===== src/rtl/led_pwm_ctrl.sv =====
// LED controller: NUM_CH channels of OFF/ON/PWM/BLINK sharing one prescaler and PWM counter.
// Configured through a word-addressed single-cycle register port with registered read data.
module led_pwm_ctrl #(
   parameter int unsigned NUM_CH         = 8,
   parameter int unsigned PWM_WIDTH      = 8,
   parameter int unsigned PRESCALE_WIDTH = 16
) (
   input  logic              clk_i,
   input  logic              rst_ni,
   input  logic              wr_en_i,
   input  logic              rd_en_i,
   input  logic [7:0]        addr_i,
   input  logic [31:0]       wdata_i,
   output logic [31:0]       rdata_o,
   output logic              rvalid_o,
   output logic [NUM_CH-1:0] led_o
);

   localparam logic [1:0] ModeOff   = 2'd0;
   localparam logic [1:0] ModeOn    = 2'd1;
   localparam logic [1:0] ModePwm   = 2'd2;
   localparam logic [1:0] ModeBlink = 2'd3;

   localparam logic [7:0] AddrGlobal   = 8'h00;
   localparam logic [7:0] AddrPrescale = 8'h01;

   logic                             enable_q, enable_d;
   logic [PRESCALE_WIDTH-1:0]        prescale_q, prescale_d;
   logic [PRESCALE_WIDTH-1:0]        presc_cnt_q, presc_cnt_d;
   logic [PWM_WIDTH-1:0]             pwm_cnt_q, pwm_cnt_d;
   logic [NUM_CH-1:0][1:0]           mode_q, mode_d;
   logic [NUM_CH-1:0][PWM_WIDTH-1:0] duty_q, duty_d;
   logic [NUM_CH-1:0][PWM_WIDTH-1:0] shadow_q, shadow_d;
   logic [NUM_CH-1:0][PWM_WIDTH-1:0] blink_cnt_q, blink_cnt_d;
   logic [NUM_CH-1:0]                phase_q, phase_d;
   logic [NUM_CH-1:0]                led_q, led_d;
   logic [NUM_CH-1:0]                blink_clr;
   logic [31:0]                      rdata_q, rdata_d, rd_mux;
   logic                             rvalid_q;
   logic                             tick, wrap, presc_wr;
   logic                             unused_wdata;

   assign presc_wr     = wr_en_i && (addr_i == AddrPrescale);
   assign unused_wdata = ^wdata_i;

   always_comb begin
      enable_d   = enable_q;
      prescale_d = prescale_q;
      mode_d     = mode_q;
      duty_d     = duty_q;
      blink_clr  = '0;
      if (wr_en_i && addr_i == AddrGlobal) enable_d = wdata_i[0];
      if (presc_wr) prescale_d = wdata_i[PRESCALE_WIDTH-1:0];
      for (int i = 0; i < NUM_CH; i++) begin
         if (wr_en_i && addr_i == 8'(2 + 2 * i)) begin
            mode_d[i]    = wdata_i[1:0];
            blink_clr[i] = (wdata_i[1:0] == ModeBlink);
         end
         if (wr_en_i && addr_i == 8'(3 + 2 * i)) duty_d[i] = wdata_i[PWM_WIDTH-1:0];
      end
   end

   // Read mux samples current register contents, so a same-cycle write returns the old value
   always_comb begin
      rd_mux = '0;
      if (addr_i == AddrGlobal) rd_mux = {31'd0, enable_q};
      if (addr_i == AddrPrescale) rd_mux = 32'(prescale_q);
      for (int i = 0; i < NUM_CH; i++) begin
         if (addr_i == 8'(2 + 2 * i)) rd_mux = 32'(mode_q[i]);
         if (addr_i == 8'(3 + 2 * i)) rd_mux = 32'(duty_q[i]);
      end
   end

   assign rdata_d = rd_en_i ? rd_mux : rdata_q;

   assign tick = enable_q && (presc_cnt_q == prescale_q);
   assign wrap = tick && (pwm_cnt_q == {PWM_WIDTH{1'b1}});

   always_comb begin
      presc_cnt_d = presc_cnt_q + PRESCALE_WIDTH'(1);
      if (!enable_q || presc_wr || tick) presc_cnt_d = '0;
      pwm_cnt_d = pwm_cnt_q;
      if (!enable_q) begin
         pwm_cnt_d = '0;
      end else if (tick) begin
         pwm_cnt_d = pwm_cnt_q + PWM_WIDTH'(1);
      end
   end

   always_comb begin
      shadow_d    = shadow_q;
      blink_cnt_d = blink_cnt_q;
      phase_d     = phase_q;
      led_d       = '0;
      for (int i = 0; i < NUM_CH; i++) begin
         if (wrap) shadow_d[i] = duty_q[i];
         // Blink compares against the shadow in effect before this wrap reloads it
         if (!enable_q || blink_clr[i]) begin
            blink_cnt_d[i] = '0;
            phase_d[i]     = 1'b0;
         end else if (wrap) begin
            if (blink_cnt_q[i] == shadow_q[i]) begin
               blink_cnt_d[i] = '0;
               phase_d[i]     = ~phase_q[i];
            end else begin
               blink_cnt_d[i] = blink_cnt_q[i] + PWM_WIDTH'(1);
            end
         end
         unique case (mode_q[i])
            ModeOff:   led_d[i] = 1'b0;
            ModeOn:    led_d[i] = 1'b1;
            ModePwm:   led_d[i] = (pwm_cnt_q < shadow_q[i]);
            ModeBlink: led_d[i] = phase_q[i];
            default:   led_d[i] = 1'b0;
         endcase
         if (!enable_q) led_d[i] = 1'b0;
      end
   end

   always_ff @(posedge clk_i or negedge rst_ni) begin
      if (!rst_ni) begin
         enable_q    <= 1'b0;
         prescale_q  <= '0;
         presc_cnt_q <= '0;
         pwm_cnt_q   <= '0;
         mode_q      <= '0;
         duty_q      <= '0;
         shadow_q    <= '0;
         blink_cnt_q <= '0;
         phase_q     <= '0;
         led_q       <= '0;
         rdata_q     <= '0;
         rvalid_q    <= 1'b0;
      end else begin
         enable_q    <= enable_d;
         prescale_q  <= prescale_d;
         presc_cnt_q <= presc_cnt_d;
         pwm_cnt_q   <= pwm_cnt_d;
         mode_q      <= mode_d;
         duty_q      <= duty_d;
         shadow_q    <= shadow_d;
         blink_cnt_q <= blink_cnt_d;
         phase_q     <= phase_d;
         led_q       <= led_d;
         rdata_q     <= rdata_d;
         rvalid_q    <= rd_en_i;
      end
   end

   assign rdata_o  = rdata_q;
   assign rvalid_o = rvalid_q;
   assign led_o    = led_q;

endmodule


===== config.mk =====
export PLATFORM = sky130hd
export DESIGN_NAME = led_pwm_ctrl
export DESIGN_NICKNAME = d
export VERILOG_FILES = /design/src/rtl/led_pwm_ctrl.sv
export SDC_FILE = /design/constraint.sdc
export NUM_CORES = 1
export LEC_CHECK = 0
export CAP_MARGIN = 20
export CORE_MARGIN = 2
export CORE_UTILIZATION = 65
export DETAILED_ROUTE_END_ITERATION = 10
export PLACE_DENSITY = 0.89
export SYNTH_ARGS = -nofsm -noshare
export SYNTH_HDL_FRONTEND = slang
export SYNTH_SLANG_ARGS = --single-unit

===== constraint.sdc =====
create_clock -name clk_i -period 6.4 [get_ports clk_i]
set_clock_uncertainty 0.15 [all_clocks]
set_input_delay 0.96 -clock clk_i [delete_from_list [all_inputs] [get_ports clk_i]]
set_output_delay 0.96 -clock clk_i [all_outputs]
set_load 0.02 [all_outputs]

==> impl_metrics.yaml, run 1 <==
drt:
  routedWlPerCell_um: 22.6
  drcViolationCount: 0
  drt-met1-wl_mm: 15.6
  initialDrtViolationCount: 1448
  wl_mm: 41.7
  drt_pre_antenna_iters: 9
  met3_length_mm: 4.64
  top_layer_used: "met4"
  met2WireLength_mm: 19.2
  via_per_inst: 6.78
  vias: 12500
  antenna_left: 0
cells_and_area:
  final_cell_mix: "dfrtp_1, nand2_1, o21ai_0"
  multi_input_area_sq_um: 7400
  seq_area_sq_um: 7060
  layout-drive-gt1-share_pct: 12.7
  layout_commonest_cell: "dfrtp_1"
  antennaDiodeCount: 0
  final_nets: 1653
  fill_cells: 1342
  area_growth_pct: 12.2
global_route:
  grt_max_degree: 128
  groute.usage.overall_pct: 35.0
  antenna_found_initial: 0
  grt_pass1_vias: 12600
  grt_pass1_wl_mm: 66.7
  overflow: 0
logic_synthesis:
  synth_edf_count: 0
  ys.flop_type: "dfrtp_1"
  synth-warning-count: 0
  syn_area_sq_um: 15000
  ys_seq_area_share_pct: 47.1
  syn_avg_cell_area_sq_um: 10.1
  ys_types: 53
  async_flop_share_pct: 100
  ys_ff_latch: 282
  syn_inst: 1489
pwr:
  total_power_mw: 3.89
  p_sw_share_pct: 24.3
  powerDensity_nw_per_um2: 232
  p_leak_nw: 7.44
  switchingPower_mw: 0.948
  comb_power_share_pct: 6.8
  seqPwrFrac_pct: 47.8
  power.clock.fraction_pct: 45.4
  peakVddDrop_v: 0.000221
  intPower_mw: 2.95
worst_setup_path:
  critPathRequiredTime_ns: 6.71
  path_max_fanout: 11
  timing.rr.start: "prescale_q[0]$_DFFE_PN0P_"
  cp_cell_sequence: "clkdlybuf4s50_1 > nor4_1 > nor3b_2 > buf_4 > nand3_1 > mux2_2"
  crit_type: "in -> reg"
  crit_path_start_kind: "input pin"
  arrival_ns: 4.02
  max_stage_delay_ns: 0.78
  cp_slowest_cell: "nor4_1"
  cp-end-kind: "register"
  startpoint: "addr_i[5]"
outcome:
  status: "finished, final reports clean"
cts:
  cts-htree-levels: 1
  clk_latency_ns: 0.58
  ctsResizeCount: 0
  cts_tree: "done"
  postCtsSetupBuffers: 0
  numCtsBuffers: 30
  root_buffer: "clkbuf_16"
  clkTransAtPathRegs_ns: 0.06
  clock_path_buffers: 3
  clock_sinks: 282
  ctsHoldBuffers: 0
place:
  io_buffer_count: 52
  gp_congestion: 1.01
  pre_cts_ws_ns: 2.27
  dp_hpwl_mm: 27.3
floorplanning:
  start_util_pct: 66.2
  dieHeight_um: 156
  die-area_sq_um: 24300
  rows: 55
  num_io_pins: 85
  core_sq_um: 22600
  die_w_um: 156
job:
  cap_viol_max_count: 0
timing:
  fin_crit_sh_pct: 58.0
  tightest_slew_ns: 1.04
  hold_viol: 0
  setup_violations: 0
  relSlewSlack_pct: 30.4
  slew_viol_final: 0
  clock.fmax_mhz: 270
  fin_crit_ns: 3.71
  rsz0062_at_grt: "no"
  tns_ns: 0
  fin_ws_ns: 2.69
worst_hold_path:
  hp-class: "in -> async"
power by group through the flow:
| stage | combinational (mW) | sequential [mW] | clock [mW] |
|---|---|---|---|
| floorplan | 0.126 | 1.88 | 0 |
| global placement | 0.248 | 1.89 | 0 |
| detailed placement | 0.254 | 1.89 | 0 |
| CTS | 0.258 | 1.86 | 1.76 |
| global route | 0.279 | 1.86 | 1.84 |
| finish | 0.264 | 1.86 | 1.77 |
metrics by stage:
stage | hold slack (ns) | instances | util, % | instance area, sq um
2_1_floorplan | 0.300 | 1504 | - | 15000
3_3_place_gp | 0.336 | 1795 | 69.7 | 15800
3_5_place_dp | 0.344 | 1795 | 69.7 | 15800
4_1_cts | 0.286 | 1845 | 74.1 | 16800
5_1_grt | 0.323 | 1846 | 74.3 | 16800
6_report | 0.254 | 1846 | 74.3 | 16800
synth_stat cells, types with 3 or more instances:
library cell	count	share of area, %
dfrtp_1	282	47
nand2_1	146	3.7
o21ai_0	143	4.8
mux2_2	103	7.7
nor2_1	88	2.2
a21oi_1	79	2.6
xnor2_1	78	4.6
inv_1	67	1.7
ha_1	66	5.5
nand3_1	48	1.6
clkbuf_1	36	0.90
and3_1	31	1.3
xor2_1	31	1.8
nand4_1	28	1.2
a21o_1	24	1.2
nand3b_1	22	1.1
buf_4	17	0.85
nor2b_1	15	0.63
buf_2	14	0.47
nand2b_1	13	0.54
a222oi_1	12	0.80
a22o_1	12	0.70
a31oi_1	11	0.46
or3_1	11	0.46
and2_1	10	0.42
a221oi_1	8	0.47
mux2i_1	8	0.53
o211ai_1	8	0.40
o21ai_1	8	0.27
or3b_2	7	0.41
a31o_2	6	0.35
nor3_1	6	0.20
or4_1	6	0.30
nand4bb_1	5	0.38
nor4_1	5	0.21
a21boi_0	4	0.20
or3b_1	4	0.23
buf_1	3	0.075
mux4_2	3	0.45
o31ai_1	3	0.15
layer usage:
layer / track usage, % / vias to the layer above
met3: 7.11 / 217
met1: 46.7 / 6128
met5: 0 / -
met4: 17.6 / 0
met2: 55.2 / 824
li1: - / 5341
registers in the layout (all words and copies together), names as in the netlist:
signal	cells
mode_q	16
prescale_q	16
rdata_o	16
presc_cnt_q	16
rvalid_o	1
pwm_cnt_q	8
blink_cnt_q	64
led_o	8
phase_q	8
shadow_q	64
enable_q	1
duty_q	64
cell type report:
| type | instances | share of cell area (%) |
|---|---|---|
| clock buffer | 41 | 5.07 |
| clock inverter | 9 | 0.886 |
| inverter | 67 | 1.50 |
| multi-input combinational | 1085 | 44.0 |
| sequential | 282 | 42.0 |
| tap | 285 | 2.12 |
| timing repair buffer | 77 | 4.44 |
worst paths after layout:
path | to | slack (ns) | cells after the start
worst max-delay path | duty_q[29]$_DFFE_PN0P_ | 2.69 | 6
worst min-delay path | led_o[2]$_DFF_PN0_ | 0.25 | 1
worst max register to register | shadow_q[43]$_DFFE_PN0P_ | 2.87 | 9
worst min register to register | shadow_q[8]$_DFFE_PN0P_ | 0.36 | 2
max in group asynchronous | duty_q[43]$_DFFE_PN0P_ | 4.45 | 2
min in group clk_i | shadow_q[8]$_DFFE_PN0P_ | 0.36 | 2
logic make-up (layout without fill, tap and decap cells):
family	count (synthesis)	after routing	synth area share, %
fa+ha+maj	66	66	5.51
xor+xnor	109	109	6.37
simple gates	455	455	15.5
compound gates	325	325	12.8
mux	114	114	8.72
buf+inv	137	194	3.97
flops	282	282	47.1
other cells	1	16	0.0250
critical path, delay by kind of cell:
| family | cells | cell delay (ns) |
|---|---|---|
| mux | 1 | 0.40 |
| simple gates | 3 | 1.86 |
| buf+inv | 2 | 0.78 |
(Power assumes the default switching activity.)
==> run 2: changes to the inputs <==
--- a/config.mk
+++ b/config.mk
@@ -7,9 +7,9 @@
 export LEC_CHECK = 0
 export CAP_MARGIN = 20
 export CORE_MARGIN = 2
-export CORE_UTILIZATION = 65
+export CORE_UTILIZATION = 60
 export DETAILED_ROUTE_END_ITERATION = 10
-export PLACE_DENSITY = 0.89
+export PLACE_DENSITY = 0.83
 export SYNTH_ARGS = -nofsm -noshare
 export SYNTH_HDL_FRONTEND = slang
 export SYNTH_SLANG_ARGS = --single-unit
==> constraint.sdc (replaced) <==
create_clock -name clk_i -period 3.85 [get_ports clk_i]
set_clock_uncertainty 0.15 [all_clocks]
set_input_delay 0.5775 -clock clk_i [delete_from_list [all_inputs] [get_ports clk_i]]
set_output_delay 0.5775 -clock clk_i [all_outputs]
set_load 0.02 [all_outputs]
==> run 2 against run 1 <==
Compared with the run above:
- worst hold slack better by 0.11 ns
- sequential power up 66%
- die area up 8.1%
- global-route usage down 3.7 points
- sequential cell count unchanged
- critical path type is now reg -> reg
- highest routed layer unchanged
==> impl_metrics.yaml, run 2 (synthesis results as in run 1) <==
timing:
  relSlewSlack_pct: 45.2
  fin_crit_sh_pct: 74.0
  tns_ns: 0
  clock.fmax_mhz: 351
  setup_violations: 0
  hold_viol: 0
  fin_ws_ns: 1.00
  rsz0062_at_grt: "no"
  timing.hold.ws_ns: 0.362
  slew_viol_final: 0
  fin_crit_ns: 2.85
  tightest_slew_ns: 0.817
place:
  dp.cells: 1856
  place_area_sq_um: 16000
  gp_congestion: 1.01
  dp_hpwl_mm: 27.5
  pre_cts_ws_ns: 0.656
  io_buffer_count: 52
cts:
  root_buffer: "clkbuf_16"
  ctsResizeCount: 0
  clock_path_buffers: 3
  clkTransAtPathRegs_ns: 0.06
  cts_tree: "done"
  numCtsBuffers: 30
  postCtsSetupBuffers: 0
  cts-htree-levels: 1
  clk_latency_ns: 0.57
  clock_sinks: 282
  ctsHoldBuffers: 1
drt:
  antenna_left: 0
  met2WireLength_mm: 18.3
  wl_mm: 40.4
  met3_length_mm: 3.79
  vias: 12200
  via_per_inst: 6.37
  routedWlPerCell_um: 21.1
  drt_pre_antenna_iters: 6
  top_layer_used: "met4"
  drt-met1-wl_mm: 16.7
  drcViolationCount: 0
  initialDrtViolationCount: 1277
pwr:
  peakVddDrop_v: 0.000392
  powerDensity_nw_per_um2: 387
  total_power_mw: 6.61
  p_leak_nw: 7.57
global_route:
  grt_pass1_wl_mm: 65.4
  groute.usage.overall_pct: 31.4
  grt_max_degree: 99
  grt_pass1_vias: 12100
  antenna_found_initial: 2
  overflow: 0
worst_setup_path:
  path_max_fanout: 13
  arrival_ns: 3.18
  critPathRequiredTime_ns: 4.19
  cp_slowest_cell: "or3_1"
  cp_cell_sequence: "xor2_1 > nor4_1 > nand4_1 > buf_4 > or3_1 > or4b_1 > a21oi_1"
  max_stage_delay_ns: 0.51
  crit_path_start_kind: "register"
  cp-end-kind: "register"
  crit_type: "reg -> reg"
cells_and_area:
  final_cell_count_no_fill: 1914
  top_regs: "blink_cnt_q: 64 flops, duty_q: 64 flops, shadow_q: 64 flops"
  layout_commonest_cell: "dfrtp_1"
  final_nets: 1675
  fin_util_pct: 70.1
  layout-drive-gt1-share_pct: 14.2
  final_cell_mix: "dfrtp_1, nand2_1, o21ai_0"
  fin_area_sq_um: 17100
  area_growth_pct: 14.1
  fill_cells: 1753
outcome:
  status: "finished, final reports clean"
job:
  cap_viol_max_count: 0
floorplanning:
  die_w_um: 162
  rows: 57
  die-area_sq_um: 26300
  start_util_pct: 61.4
  core_sq_um: 24400
  dieHeight_um: 162
  num_io_pins: 85
worst_hold_path:
  hp-class: "reg -> reg"
[run 2: changes by cell type in the layout (fill, tap and decap cells not counted), sizes merged]
| cell | previous run | this run |
|---|---|---|
| inv | 67 | 68 |
| buf | 26 | 47 |
| dlygate4sd3 | 0 | 1 |
| clkinvlp | 0 | 3 |
| diode | 0 | 1 |
| clkinv | 6 | 7 |
| bufinv | 3 | 4 |
[run 2: where the power goes]
group	internal [mW]	switching [mW]	leakage, nW
Clock	1.84	1.24	0.515
Combinational	0.148	0.296	3.14
Sequential	3.02	0.0715	3.91
Total	5.01	1.60	7.57
[run 2: worst max-delay path, delay by kind of cell (launching register included)]
| family | cells | cell delay, ns |
|---|---|---|
| AOI/OAI and AO/OA | 1 | 0.16 |
| xor gates and xnor gates | 1 | 0.18 |
| DFF | 1 | 0.41 |
| and+or+nand+nor | 4 | 1.59 |
| buffers and inverters | 1 | 0.27 |
[run 2: layout make-up]
cell class | instances | area [sq um] | share of cell area, %
Tap cell | 324 | 405 | 2.37
Timing Repair Buffer | 99 | 931 | 5.44
Clock inverter | 15 | 196 | 1.15
Sequential cell | 282 | 7060 | 41.3
Antenna cell | 1 | 2.50 | 0.0146
Clock buffer | 41 | 863 | 5.05
Inverter | 67 | 251 | 1.47
Multi-Input combinational cell | 1085 | 7400 | 43.3
[run 2: final timing paths]
check	startpoint	endpoint	slack, ns	cells past startpoint
max	prescale_q[14]$_DFFE_PN0P_	blink_cnt_q[21]$_DFFE_PN0P_	1.00	7
min	mode_q[9]$_DFFE_PN0P_	mode_q[9]$_DFFE_PN0P_	0.36	1
max reg2reg	prescale_q[14]$_DFFE_PN0P_	blink_cnt_q[21]$_DFFE_PN0P_	1.00	7
min reg2reg	mode_q[9]$_DFFE_PN0P_	mode_q[9]$_DFFE_PN0P_	0.36	1
max in group asynchronous	rst_ni	blink_cnt_q[48]$_DFFE_PN0P_	2.06	3
min in group asynchronous	rst_ni	led_o[5]$_DFF_PN0_	0.53	2
[run 2: routing by layer]
layer / vias to the layer above / global-route usage, %
met4: 0 / 12.1
met1: 6035 / 44.5
met2: 651 / 48.9
met5: - / 0
li1: 5393 / -
met3: 121 / 4.98
==> run 3: changes to the inputs <==
--- a/config.mk
+++ b/config.mk
@@ -7,9 +7,9 @@
 export LEC_CHECK = 0
 export CAP_MARGIN = 20
 export CORE_MARGIN = 2
-export CORE_UTILIZATION = 60
+export CORE_UTILIZATION = 55
 export DETAILED_ROUTE_END_ITERATION = 10
-export PLACE_DENSITY = 0.83
+export PLACE_DENSITY = 0.8
 export SYNTH_ARGS = -nofsm -noshare
 export SYNTH_HDL_FRONTEND = slang
 export SYNTH_SLANG_ARGS = --single-unit
==> constraint.sdc (replaced) <==
create_clock -name clk_i -period 2.5 [get_ports clk_i]
set_clock_uncertainty 0.15 [all_clocks]
set_input_delay 0.375 -clock clk_i [delete_from_list [all_inputs] [get_ports clk_i]]
set_output_delay 0.375 -clock clk_i [all_outputs]
set_load 0.02 [all_outputs]
==> run 3 against run 2 <==
Compared with the run above:
- the flow now finishes with violations (setup timing)
- global-route usage fell by 1.5 points
- clock power up 47%
- worst hold slack lost 0.16 ns
- fmax grew 12%
- combinational power is 83% higher
- die area increased by 8.9%
- routed wire length up 5.4%
- cell area grew 5.0%
- non-clock buffer count increased by 84
- count of clock-buffer cells in the layout is 4 higher
- sequential power is 54% higher
- critical path depth stayed put
- critical path type unchanged
- critical endpoint unchanged
- largest cell class unchanged
==> impl_metrics.yaml, run 3 (synthesis results as in run 1) <==
global_route:
  antenna_found_initial: 2
  busiest_layer: "met2"
  use_met3_pct: 5.42
  grt_max_degree: 65
  grt_pass1_wl_mm: 66.9
  grt_pass1_vias: 12500
  overflow: 0
  grtUsageMet1_pct: 41.1
  grtUsageMet2_pct: 48.0
  groute.usage.overall_pct: 29.9
cells_and_area:
  fin_area_sq_um: 18000
  layout_commonest_cell: "dfrtp_1"
  area_growth_pct: 19.8
  fill_cells: 2018
  fin_util_pct: 66.8
  layout-drive-gt1-share_pct: 19.7
  final_nets: 1760
  top_regs: "blink_cnt_q: 64 flops, duty_q: 64 flops, shadow_q: 64 flops"
  final_cell_mix: "dfrtp_1, nand2_1, o21ai_0"
  final_cell_count_no_fill: 2014
floorplanning:
  core_sq_um: 26900
  start_util_pct: 55.8
  num_io_pins: 85
  die_w_um: 169
  rows: 60
  die-area_sq_um: 28600
  dieHeight_um: 169
cts:
  clock_path_buffers: 3
  cts_tree: "done"
  clock_sinks: 282
  clk_latency_ns: 0.56
  cts-htree-levels: 1
  clkTransAtPathRegs_ns: 0.06
  numCtsBuffers: 31
  root_buffer: "clkbuf_16"
drt:
  initialDrtViolationCount: 1337
  via_per_inst: 6.16
  vias: 12400
  antenna_left: 0
  wl_mm: 42.6
  drt_pre_antenna_iters: 8
  routedWlPerCell_um: 21.1
  drcViolationCount: 0
timing:
  fin_crit_ns: 2.54
  relSlewSlack_pct: 58.7
  timing.hold.ws_ns: 0.197
  rsz0062_at_grt: "yes"
  tns_ns: -0.124
  fin_crit_sh_pct: 102
  clock.fmax_mhz: 394
  hold_viol: 0
  tightest_slew_ns: 0.617
  slew_viol_final: 0
  fin_ws_ns: -0.0398
  setup_violations: 4
worst_setup_path:
  ff2ff_path_depth: 7
  crit_path_start_kind: "register"
  crit_type: "reg -> reg"
  startpoint: "prescale_q[2]$_DFFE_PN0P_"
  cp-end-kind: "register"
  arrival_ns: 2.88
  cp-endpoint: "blink_cnt_q[21]$_DFFE_PN0P_"
  critPathRequiredTime_ns: 2.84
  timing.rr.start: "prescale_q[2]$_DFFE_PN0P_"
  path_max_fanout: 7
  regToRegEndpoint: "blink_cnt_q[21]$_DFFE_PN0P_"
  rrSetupSlack_ns: -0.04
place:
  gp_congestion: 0.987
  place_area_sq_um: 16800
  dp.cells: 1953
  io_buffer_count: 52
  dp_hpwl_mm: 30.1
outcome:
  violations: "setup timing"
  status: "complete, but fails checks"
pwr:
  p_leak_nw: 8.05
  powerDensity_nw_per_um2: 563
  peakVddDrop_v: 0.000485
job:
  cap_viol_max_count: 0
worst_hold_path:
  hp-class: "in -> async"
-- run 3: cell count changes in the layout (fill, tap and decap cells not counted), sizes merged --
cell,previous run,this run
bufinv,4,2
clkinv,7,8
clkbuf,41,47
buf,47,129
clkinvlp,3,0
inv,68,67
-- run 3: what timing repair did --
action / in CTS / in global routing
hold buffers: 1 / 0
hold endpoints to repair: 59 / 0
endpoints found under the setup margin: 21 / 52
pin swaps: 4 / 16
setup buffers: 0 / 2
cloned: 0 / 2
gates resized for setup: 9 / 17
-- run 3: worst max-delay path, cell delays in order, from the launching register on --
cell and delay, ns:
dfrtp_1 0.41, xor2_1 0.20, nor4_2 0.33, nand4_1 0.15
buf_6 0.20, or3_4 0.42, or4b_4 0.50, a21oi_2 0.14
-- run 3: metal layers --
metal	wire, um	vias up
met5	0	-
met4	1710	0
met3	3600	117
met2	19400	533
met1	17900	6187
li1	-	5575
-- run 3: where the power goes --
group          internal [mW]  switching, mW
clock                   2.70           1.84
sequential              4.65          0.112
combinational          0.315          0.497
-- run 3: how the worst min path moves through the flow --
stage,slack [ns],end,depth (start not counted),start
2_1_floorplan,-0.07,blink_cnt_q[0]$_DFFE_PN0P_,0,rst_ni
3_3_place_gp,0.21,blink_cnt_q[2]$_DFFE_PN0P_,1,rst_ni
3_5_place_dp,0.20,blink_cnt_q[6]$_DFFE_PN0P_,1,rst_ni
4_1_cts,0.22,blink_cnt_q[2]$_DFFE_PN0P_,2,rst_ni
5_1_grt,0.25,blink_cnt_q[2]$_DFFE_PN0P_,2,rst_ni
6_report,0.20,blink_cnt_q[2]$_DFFE_PN0P_,2,rst_ni
-- run 3: final cells by class --
| cell class | count | area (sq um) | share of cell area [%] |
|---|---|---|---|
| flip-flops and latches | 282 | 7060 | 39.3 |
| inverters | 67 | 251 | 1.40 |
| well taps | 341 | 427 | 2.38 |
| multi-input cells | 1085 | 7500 | 41.8 |
| clock buffers | 45 | 908 | 5.06 |
| repair buffers | 183 | 1710 | 9.54 |
| clock inverters | 10 | 100 | 0.557 |
| diodes | 1 | 2.50 | 0.0139 |
-- run 3: per-stage QoR --
step	total power, mW	worst slack, ns
after floorplan	5.12	0.0874
after global placement	5.61	-0.284
after detailed placement	5.62	-0.316
after CTS	10.1	-0.00779
after global routing	10.4	-0.0844
final	10.1	-0.0398
